[src/rtl/spmv_pkg.sv]
// rtl/spmv_pkg.sv - shared defaults and types for the SpMV row MAC
package spmv_pkg;

  localparam int DW_DEF = 32;
  localparam int AW_DEF = 72;
  localparam int RW_DEF = 16;

  typedef enum logic [1:0] {
    IDLE,
    RUN,
    DRAIN,
    FIN
  } fsm_e;

  typedef struct packed {
    logic [RW_DEF-1:0] row;
    logic [AW_DEF-1:0] sum;
  } row_res_t;

endpackage

[src/rtl/spmv_res_fifo.sv]
// rtl/spmv_res_fifo.sv - row-result FIFO with credit accounting for rows still in the pipeline
module spmv_res_fifo
  import spmv_pkg::*;
#(
  parameter type T     = row_res_t,
  parameter int  DEPTH = 4,
  parameter int  CW    = $clog2(DEPTH) + 1
) (
  input  logic          clk,
  input  logic          rst,
  input  logic          push,
  input  T              push_data,
  input  logic          pop,
  input  logic [CW-1:0] rsv,
  output T              head,
  output logic          full,
  output logic          empty,
  output logic [CW-1:0] count,
  output logic          credit_ok
);

  localparam int PW = $clog2(DEPTH);

  T              mem_q [DEPTH];
  logic [PW-1:0] wr_q, wr_d;
  logic [PW-1:0] rd_q, rd_d;
  logic [CW-1:0] count_q, count_d;
  logic [CW:0]   committed;

  // Pointer and occupancy update; a push and pop in the same cycle leave the count unchanged.
  always_comb begin
    wr_d    = wr_q;
    rd_d    = rd_q;
    count_d = count_q;
    if (push) wr_d = wr_q + PW'(1);
    if (pop)  rd_d = rd_q + PW'(1);
    case ({push, pop})
      2'b10:   count_d = count_q + CW'(1);
      2'b01:   count_d = count_q - CW'(1);
      default: count_d = count_q;
    endcase
  end

  // Storage; slots are only read once the head pointer reaches a written entry.
  always_ff @(posedge clk) begin
    if (push) mem_q[wr_q] <= push_data;
  end

  // Pointer and count registers.
  always_ff @(posedge clk or posedge rst) begin
    if (rst) begin
      wr_q    <= '0;
      rd_q    <= '0;
      count_q <= '0;
    end else begin
      wr_q    <= wr_d;
      rd_q    <= rd_d;
      count_q <= count_d;
    end
  end

  // A new row may only start when its result is guaranteed a slot.
  assign committed = {1'b0, count_q} + {1'b0, rsv};
  assign credit_ok = committed < (CW+1)'(DEPTH);

  assign head  = mem_q[rd_q];
  assign full  = (count_q == CW'(DEPTH));
  assign empty = (count_q == '0);
  assign count = count_q;

endmodule

[src/rtl/spmv_row_mac.sv]
// rtl/spmv_row_mac.sv - per-row dot-product MAC with result FIFO; SPMV_ROW_MAC_SAT_EN adds saturating accumulate and sat_flag
module spmv_row_mac
  import spmv_pkg::*;
#(
  parameter int DW        = DW_DEF,
  parameter int AW        = AW_DEF,
  parameter int RW        = RW_DEF,
  parameter int OUT_DEPTH = 4
) (
  input  logic          clk,
  input  logic          rst,
  input  logic          start,
  input  logic [RW-1:0] nrows,
  input  logic          in_valid,
  output logic          in_ready,
  input  logic [DW-1:0] in_mval,
  input  logic [DW-1:0] in_vval,
  input  logic          in_last,
  input  logic          in_empty,
  output logic          out_valid,
  input  logic          out_ready,
  output logic [RW-1:0] out_row,
  output logic [AW-1:0] out_sum,
  output logic          busy,
`ifdef SPMV_ROW_MAC_SAT_EN
  output logic          sat_flag,
`endif
  output logic          done
);

  localparam int CW = $clog2(OUT_DEPTH) + 1;

  typedef struct packed {
    logic [RW-1:0] row;
    logic [AW-1:0] sum;
  } res_t;

  fsm_e            state_q, state_d;
  logic [RW-1:0]   nrows_q, nrows_d;
  logic [RW-1:0]   rows_acc_q, rows_acc_d;   // row ends accepted at the input
  logic [RW-1:0]   row_cnt_q, row_cnt_d;     // row ends retired into the FIFO
  logic            s1_valid_q, s1_valid_d;
  logic            s1_last_q, s1_last_d;
  logic            s1_empty_q, s1_empty_d;
  logic [2*DW-1:0] s1_prod_q, s1_prod_d;
  logic [AW-1:0]   acc_q, acc_d;
  logic            push_q, push_d;
  res_t            push_res_q, push_res_d;
  logic [AW-1:0]   acc_next;
  logic            accept, pop, pipe_idle;
  logic            fifo_full, fifo_empty, credit_ok;
  logic [CW-1:0]   fifo_count, inflight;
  res_t            head;
`ifdef SPMV_ROW_MAC_SAT_EN
  logic            sat_q, sat_d;
  logic [AW:0]     sum_wide;
  logic            clamp;
`endif

  assign accept    = in_valid && in_ready;
  assign pop       = out_valid && out_ready;
  assign inflight  = CW'(s1_valid_q && s1_last_q) + CW'(push_q);
  assign pipe_idle = !s1_valid_q && !push_q;
  assign in_ready  = (state_q == RUN) && (rows_acc_q != nrows_q) && credit_ok && !fifo_full;

  // Stage-2 adder: clamps at all-ones when saturation is built in, otherwise wraps.
  always_comb begin
`ifdef SPMV_ROW_MAC_SAT_EN
    sum_wide = {1'b0, acc_q} + {1'b0, AW'(s1_prod_q)};
    clamp    = sum_wide[AW];
    acc_next = clamp ? '1 : sum_wide[AW-1:0];
`else
    acc_next = acc_q + AW'(s1_prod_q);
`endif
  end

  // Multiply stage, accumulate/push stage and pass-control FSM.
  always_comb begin
    state_d    = state_q;
    nrows_d    = nrows_q;
    rows_acc_d = rows_acc_q;
    row_cnt_d  = row_cnt_q;
    acc_d      = acc_q;
    push_d     = 1'b0;
    push_res_d = push_res_q;
`ifdef SPMV_ROW_MAC_SAT_EN
    sat_d      = sat_q;
`endif
    s1_valid_d = accept;
    s1_last_d  = in_last || in_empty;
    s1_empty_d = in_empty;
    s1_prod_d  = {{DW{1'b0}}, in_mval} * {{DW{1'b0}}, in_vval};

    if (accept && (in_last || in_empty)) rows_acc_d = rows_acc_q + RW'(1);

    if (s1_valid_q) begin
      if (s1_empty_q) begin
        push_d         = 1'b1;
        push_res_d.row = row_cnt_q;
        push_res_d.sum = '0;
        acc_d          = '0;
        row_cnt_d      = row_cnt_q + RW'(1);
      end else begin
`ifdef SPMV_ROW_MAC_SAT_EN
        if (clamp) sat_d = 1'b1;
`endif
        if (s1_last_q) begin
          push_d         = 1'b1;
          push_res_d.row = row_cnt_q;
          push_res_d.sum = acc_next;
          acc_d          = '0;
          row_cnt_d      = row_cnt_q + RW'(1);
        end else begin
          acc_d = acc_next;
        end
      end
    end

    case (state_q)
      IDLE: begin
        if (start) begin
          nrows_d    = nrows;
          rows_acc_d = '0;
          row_cnt_d  = '0;
          acc_d      = '0;
`ifdef SPMV_ROW_MAC_SAT_EN
          sat_d      = 1'b0;
`endif
          state_d    = (nrows == '0) ? FIN : RUN;
        end
      end
      RUN:     if (rows_acc_q == nrows_q) state_d = DRAIN;
      DRAIN:   if (pipe_idle && (fifo_empty || (fifo_count == CW'(1) && pop))) state_d = FIN;
      FIN:     state_d = IDLE;
      default: state_d = IDLE;
    endcase
  end

  // State and datapath registers.
  always_ff @(posedge clk or posedge rst) begin
    if (rst) begin
      state_q    <= IDLE;
      nrows_q    <= '0;
      rows_acc_q <= '0;
      row_cnt_q  <= '0;
      s1_valid_q <= 1'b0;
      s1_last_q  <= 1'b0;
      s1_empty_q <= 1'b0;
      s1_prod_q  <= '0;
      acc_q      <= '0;
      push_q     <= 1'b0;
      push_res_q <= '0;
`ifdef SPMV_ROW_MAC_SAT_EN
      sat_q      <= 1'b0;
`endif
    end else begin
      state_q    <= state_d;
      nrows_q    <= nrows_d;
      rows_acc_q <= rows_acc_d;
      row_cnt_q  <= row_cnt_d;
      s1_valid_q <= s1_valid_d;
      s1_last_q  <= s1_last_d;
      s1_empty_q <= s1_empty_d;
      s1_prod_q  <= s1_prod_d;
      acc_q      <= acc_d;
      push_q     <= push_d;
      push_res_q <= push_res_d;
`ifdef SPMV_ROW_MAC_SAT_EN
      sat_q      <= sat_d;
`endif
    end
  end

  spmv_res_fifo #(
    .T     (res_t),
    .DEPTH (OUT_DEPTH),
    .CW    (CW)
  ) u_fifo (
    .clk       (clk),
    .rst       (rst),
    .push      (push_q),
    .push_data (push_res_q),
    .pop       (pop),
    .rsv       (inflight),
    .head      (head),
    .full      (fifo_full),
    .empty     (fifo_empty),
    .count     (fifo_count),
    .credit_ok (credit_ok)
  );

  assign out_valid = !fifo_empty;
  assign out_row   = out_valid ? head.row : '0;
  assign out_sum   = out_valid ? head.sum : '0;
  assign busy      = (state_q != IDLE);
  assign done      = (state_q == FIN);
`ifdef SPMV_ROW_MAC_SAT_EN
  assign sat_flag  = sat_q;
`endif

endmodule

[config.mk]
export PLATFORM = sky130hd
export DESIGN_NAME = spmv_row_mac
export DESIGN_NICKNAME = d
export VERILOG_FILES = /design/src/rtl/spmv_pkg.sv /design/src/rtl/spmv_res_fifo.sv /design/src/rtl/spmv_row_mac.sv
export SDC_FILE = /design/constraint.sdc
export NUM_CORES = 2
export LEC_CHECK = 0
export CORE_MARGIN = 3
export CORE_UTILIZATION = 60
export CTS_CLUSTER_SIZE = 28
export DETAILED_ROUTE_END_ITERATION = 16
export GPL_TIMING_DRIVEN = 0
export MAX_ROUTING_LAYER = met4
export PLACE_DENSITY = 0.87
export SLEW_MARGIN = 20
export SYNTH_ARGS = -nofsm -noshare
export SYNTH_HDL_FRONTEND = slang
export SYNTH_SLANG_ARGS = --single-unit
[constraint.sdc]
create_clock -name clk -period 12.6 [get_ports clk]
set_input_delay 2.52 -clock clk [delete_from_list [all_inputs] [get_ports clk]]
set_output_delay 2.52 -clock clk [all_outputs]
set_load 0.05 [all_outputs]
# Word level (Yosys, flattened, before mapping)

Memories as Yosys holds them, arrays and structs flattened.
Index checks and enable logic that the tools add are counted.

Logic and storage cells: 92
RAM bits: 352
Bits in registers: 285
Memories: 1
Input port bits: 87
Output and inout bits: 92

Order comparisons: 1
$add $sub $neg: 9
Muxes and demuxes: 28
Multipliers: 1
Reduce and logical (&&, ||, !) cells: 25
Equal/unequal tests: 12

Memory list:

| memory       | words | width | read ports | clocked after memory_dff | write ports | RTL line            | source |
|---|---|---|---|---|---|---|---|
| u_fifo.mem_q | 4     | 88    | 1          | 0                        | 1           | spmv_res_fifo.sv:24 | `T mem_q [DEPTH];` |

Operator list:

| kind                                                       | number |
|---|---|
| 2-to-1 mux 72 bit                                          | 6 |
| 2-to-1 mux 88 bit                                          | 2 |
| 2-to-1 mux 16 bit                                          | 9 |
| adder 72 x 64 -> 72 bit                                    | 1 |
| multiplier 32 x 32 -> 64 bit                               | 1 |
| adder 16 x 1 -> 16 bit, second input constant              | 2 |
| equality test 16 bit                                       | 1 |
| zero test 16 bit                                           | 1 |
| != test 16 bit                                             | 1 |
| logical AND 1 bit                                          | 10 |
| 2-to-1 mux 2 bit                                           | 4 |
| case mux 2 bit (4 select lines)                            | 1 |
| equality test 2 bit, second input constant                 | 3 |
| case mux 3 bit (2 select lines)                            | 1 |
| nonzero test 2 bit                                         | 3 |
| 2-to-1 mux 1 bit                                           | 5 |
| adder 2 x 1 -> 2 bit, second input constant                | 2 |
| adder 3 x 2 -> 4 bit                                       | 1 |
| equality test 2 x 1 -> 1 bit, second input constant        | 2 |
| zero test 1 bit                                            | 4 |
| less-than comparator 4 x 3 -> 1 bit, second input constant | 1 |
| != test 2 bit, second input constant                       | 2 |
| AND reduction 2 bit                                        | 2 |
| adder 3 x 1 -> 3 bit, second input constant                | 1 |
| other kinds (9)                                            | 10 |

# Logic depth before layout (Yosys ltp)

Word-level depth: 11
Depth in mapped cells: 29
Depth with buffers taken out: 27

# Modules after synthesis

From an unflattened synthesis, not the netlist that was laid out.

Cell total of the unflattened synthesis: 5648
Area, all modules: 60910.9 um2

By module, submodules not included:

| module        | area each (um2) | cells each | sequential area each (um2) | instances |
|---|---|---|---|---|
| spmv_row_mac  | 47678.2         | 5147       | 6956.7                     | 1 |
| spmv_res_fifo | 13232.7         | 501        | 10745.3                    | 1 |

# Worst setup path before layout

No wires, ideal clock.

Path type: in2reg
Start point: in in_mval[25]
End point: reg s1_prod_q[57]
Library setup time: 0.069 ns
Data required time: 12.531 ns
Arrival: 9.400 ns
Path slack: 3.131 ns
Stages: 26
Buffers on the path: 2
Cell sequence: clkbuf_1 and2_1 fa_1 fa_1 inv_1 fa_1 fa_1 inv_1 fa_1 fa_1 fa_1 inv_1 fa_1 inv_1 ha_1 clkbuf_1 a21oi_1 o21ai_0 a221oi_1 o21bai_1 a21oi_1 o21ai_1 a311oi_1 o21ai_0 a2111o_1 nand3_1

Longest elaborated chain between the ends: 1

RTL lines:

| element                      | RTL line            | source |
|---|---|---|
| start: declaration           | spmv_row_mac.sv:16  | `input logic [DW-1:0] in_mval,` |
| multiplier 32 x 32 -> 64 bit | spmv_row_mac.sv:92  | `s1_prod_d = {{DW{1'b0}}, in_mval} * {{DW{1'b0}}, in_vval};` |
| net s1_prod_d[57]            | spmv_row_mac.sv:45  | `logic [2*DW-1:0] s1_prod_q, s1_prod_d;` |
| end signal: assignment       | spmv_row_mac.sv:164 | `s1_prod_q <= s1_prod_d;` |
| end: declaration             | spmv_row_mac.sv:45  |  |

The timed path passes the listed nets, and every way through them passes these cells.
A chain may end at the register's enable or synchronous reset.

# Worst setup path in the final report

Start point: in in_mval[29]
End point: reg s1_prod_q[60]

The elaborated chain is that of the path after synthesis.

==> results.txt <==
STA classifies the critical path endpoint as a flip-flop. The data required time of the critical path was 13110 ps; the I/O pin count was 179. Highest-delay cell along the critical path: sky130_fd_sc_hd__clkbuf_1.

After clock tree synthesis, the repair step resized 0 gates. At the worst endpoint, the arrival time is 12190 ps. From synthesis to final layout, the design area changed by 8.79%.

For the number of hold violations in the final report, the log shows 0. The fraction of registers with async set or reset after synthesis was 0.447. Least setup slack across all paths after layout: 918 ps. The total overflow left after global routing is 0.

The max-capacitance violation count is 0. The die covers 105000 um^2. The synthesized design contains 352 enable-type register cells.

Port buffering added 178 buffers. Entering global routing, the biggest net connects 103 pins. Measured along the x axis, the die boundary spans 324 um.

Dividing the detail-routed wire length by the instance count gives 27.2 um. The die is 324 um tall. By startpoint and endpoint, the worst setup path is classified as in -> reg. The total area inside the core boundary comes to 100000 um^2.

The number of H-tree branching levels is 2. The class of the tightest hold or removal check was reg -> reg. The logs give 5652 for the synthesized instance count and 6980 for the net count after synthesis.

The run finished with clean final reports. The post-route fraction of the period consumed by the critical path was 0.927. Leaving out fill and tap cells, the most frequent cells in the layout are sky130_fd_sc_hd__inv_1, sky130_fd_sc_hd__fa_1, sky130_fd_sc_hd__and2_1, sky130_fd_sc_hd__nand2_1, sky130_fd_sc_hd__edfxtp_1. In this run, post-CTS hold repair placed 0 buffers. The run gives 46300 as the via count of the first global-routing pass. Setup repair after global routing left no endpoint under its margin. The detail route stage leaves a number of antenna-violating nets equal to 0. In the synthesized netlist the dominant register cell turns out to be sky130_fd_sc_hd__edfxtp_1. The run gives 637 as the total number of clock tree sinks.

The logs give 155 mm for the HPWL after detailed placement and 66000 um^2 for the final instance area. The first routing iteration left 4494 violations. The initial core utilization came out at 0.606.

In this run the worst path has a maximum fanout of 10. The most frequent cell on the critical path was sky130_fd_sc_hd__fa_1. TritonCTS built the clock tree.

In this run the deepest clock path goes through 3 buffers. The cell class contributing the biggest share of worst-path delay is adder cells. The standard cell area after detailed placement is 64300 um^2. Sequential fraction of the synthesis area: 0.292.

Setup violations remaining at the end of the flow were counted as 0. Between clock sinks in the finished design, the worst skew comes to 40.7 ps. The worst hold-check slack came out at 510 ps. The tools report the sort of element at the start of the critical path as a primary input.

In this run the cell area of the synthesized design comes to 60700 um^2. The synthesis-stage register bit count was 637. After detailed routing, the number of remaining DRC violations is 0.

Counting both buffers and inverters, the worst setup path holds a total of 7. For this run, the number of Yosys warnings is 0. The run gives 0 as the post-CTS setup buffer count. For the finished layout, the period the worst path requires is 11680 ps. The achievable clock frequency is 0.0856 GHz.

TritonCTS created 49 clock buffers. After detailed routing, the number of vias per cell comes to 6.07. After the last flow step, the layout net total stands at 7219. After detailed routing, the total wire length is 197 mm.

In this run the mean area of a mapped cell was 10.7 um^2. The largest incremental delay on the critical path came out at 900 ps. The buffer cell driving the clock tree root was sky130_fd_sc_hd__clkbuf_16.

In this run, distinct cell masters in the synthesized netlist total 71. The detailed router placed 44100 vias in this run. The clock reaches the later pin of the worst-skew pair after 610 ps. The fraction of layout cells with a size suffix above 1 was 0.0369.

The first global-routing pass estimated 293 mm of wire. The headroom to the max-slew limit came out at 0.0697. The initial antenna violation count came out at 18. At the end of routability-driven placement, the weighted congestion stood at 1.08. The clock transition at the registers of the reported paths is 70 ps, and the transition time of the tightest slew-check pin is 1400 ps. The logs give 0 for the max-slew violation count and 0.396 for the total routing usage reported by global routing.

The number of optimization iterations in the first detailed-route pass came out at 6. The floorplan has 116 rows. Timing analysis after detailed placement gives a worst setup slack of 540 ps.

The most common library cell in the layout ignoring fill and taps is sky130_fd_sc_hd__inv_1.
-- routing by layer --
layer  GRT usage  up-vias  wire length, um
met5           -        -                0
met4       0.206        0            12800
met3      0.0926      691            19700
met2       0.621     2619            91700
met1       0.483    22200            73300
li1            -    18500                -
-- final timing paths --
kind                            slack [ps]                     from  depth (start not counted)                           to
worst max-delay path                   920              in_mval[29]                         27      s1_prod_q[60]$_DFF_PP0_
worst min-delay path                   510  nrows_q[12]$_DFFE_PP0P_                          2      nrows_q[12]$_DFFE_PP0P_
worst max register to register        8200   s1_prod_q[0]$_DFF_PP0_                         13   push_res_q[70]$_DFFE_PP0P_
worst min register to register         510  nrows_q[12]$_DFFE_PP0P_                          2      nrows_q[12]$_DFFE_PP0P_
max in group asynchronous             8860                      rst                          4  u_fifo.count[0]$_DFFE_PP0P_
min in group asynchronous             2350                      rst                          2       s1_prod_q[3]$_DFF_PP0_
-- logic make-up after synthesis --
group,share of synthesized area
and+or+nand+nor,0.140
muxes,0.0330
adders and majority gates,0.367
xor gates and xnor gates,0.0241
AOI/OAI and AO/OA,0.0680
buffers and inverters,0.0762
DFF,0.292
-- cell type report --
cell class	instances	area (um^2)
multi-input combinational	3786	38400
fill	7613	34100
sequential	637	17700
inverter	904	3400
timing repair buffer	188	2000
tap	1298	1620
clock buffer	58	1310
buffer	325	1240
clock inverter	34	278
antenna	32	80.1
-- state kept, by name, summed over array words and instances (netlist names) --
| register | count |
|---|---|
| acc_q | 72 |
| nrows_q | 16 |
| push_q | 1 |
| push_res_q | 88 |
| row_cnt_q | 16 |
| rows_acc_q | 16 |
| s1_empty_q | 1 |
| s1_last_q | 1 |
| s1_prod_q | 64 |
| s1_valid_q | 1 |
| state_q | 2 |
| u_fifo.count | 3 |
| u_fifo.mem_q | 352 |
| u_fifo.rd_q | 2 |
| u_fifo.wr_q | 2 |
-- stage by stage --
stage	util	TNS (ps)	std cells
after floorplan	-	0	5652
final	0.659	0	7262
after CTS	0.658	0	7229
after global routing	0.659	0	7247
after global placement	0.640	-288410	7128
after detailed placement	0.642	0	7137
-- tightest hold or removal path, delay by kind of cell, from the launching register on --
family | cells | cell delay [ps]
flip-flops | 1 | 370
AND/OR/NAND/NOR | 2 | 110
-- cell usage after synthesis (all sizes together) (7+ instances only) --
master / count / area, um^2
nand3: 40 / 200
mux4: 88 / 1980
or3: 12 / 75.1
a211oi: 12 / 90.1
nand2: 645 / 2420
a22o: 88 / 771
a21oi: 164 / 825
inv: 904 / 3390
a22oi: 30 / 225
xnor2: 97 / 850
o21a: 12 / 90.1
dfrtp: 285 / 7130
and2: 704 / 4400
edfxtp: 352 / 10600
clkbuf: 307 / 1150
o21bai: 32 / 240
nor4: 9 / 56.3
nor2: 130 / 488
nor3: 24 / 125
nand2b: 8 / 50.1
fa: 897 / 18000
buf: 18 / 78.8
a211o: 7 / 61.3
xor2: 70 / 613
and3: 23 / 144
a31oi: 21 / 131
a21o: 72 / 541
o21ai: 101 / 505
nand4: 44 / 275
o31ai: 9 / 67.6
ha: 344 / 4300
nor2b: 11 / 68.8
and4: 9 / 78.8
Power is not shown: default switching activity piles up to over one toggle a cycle in this logic, so the estimate is an artifact.
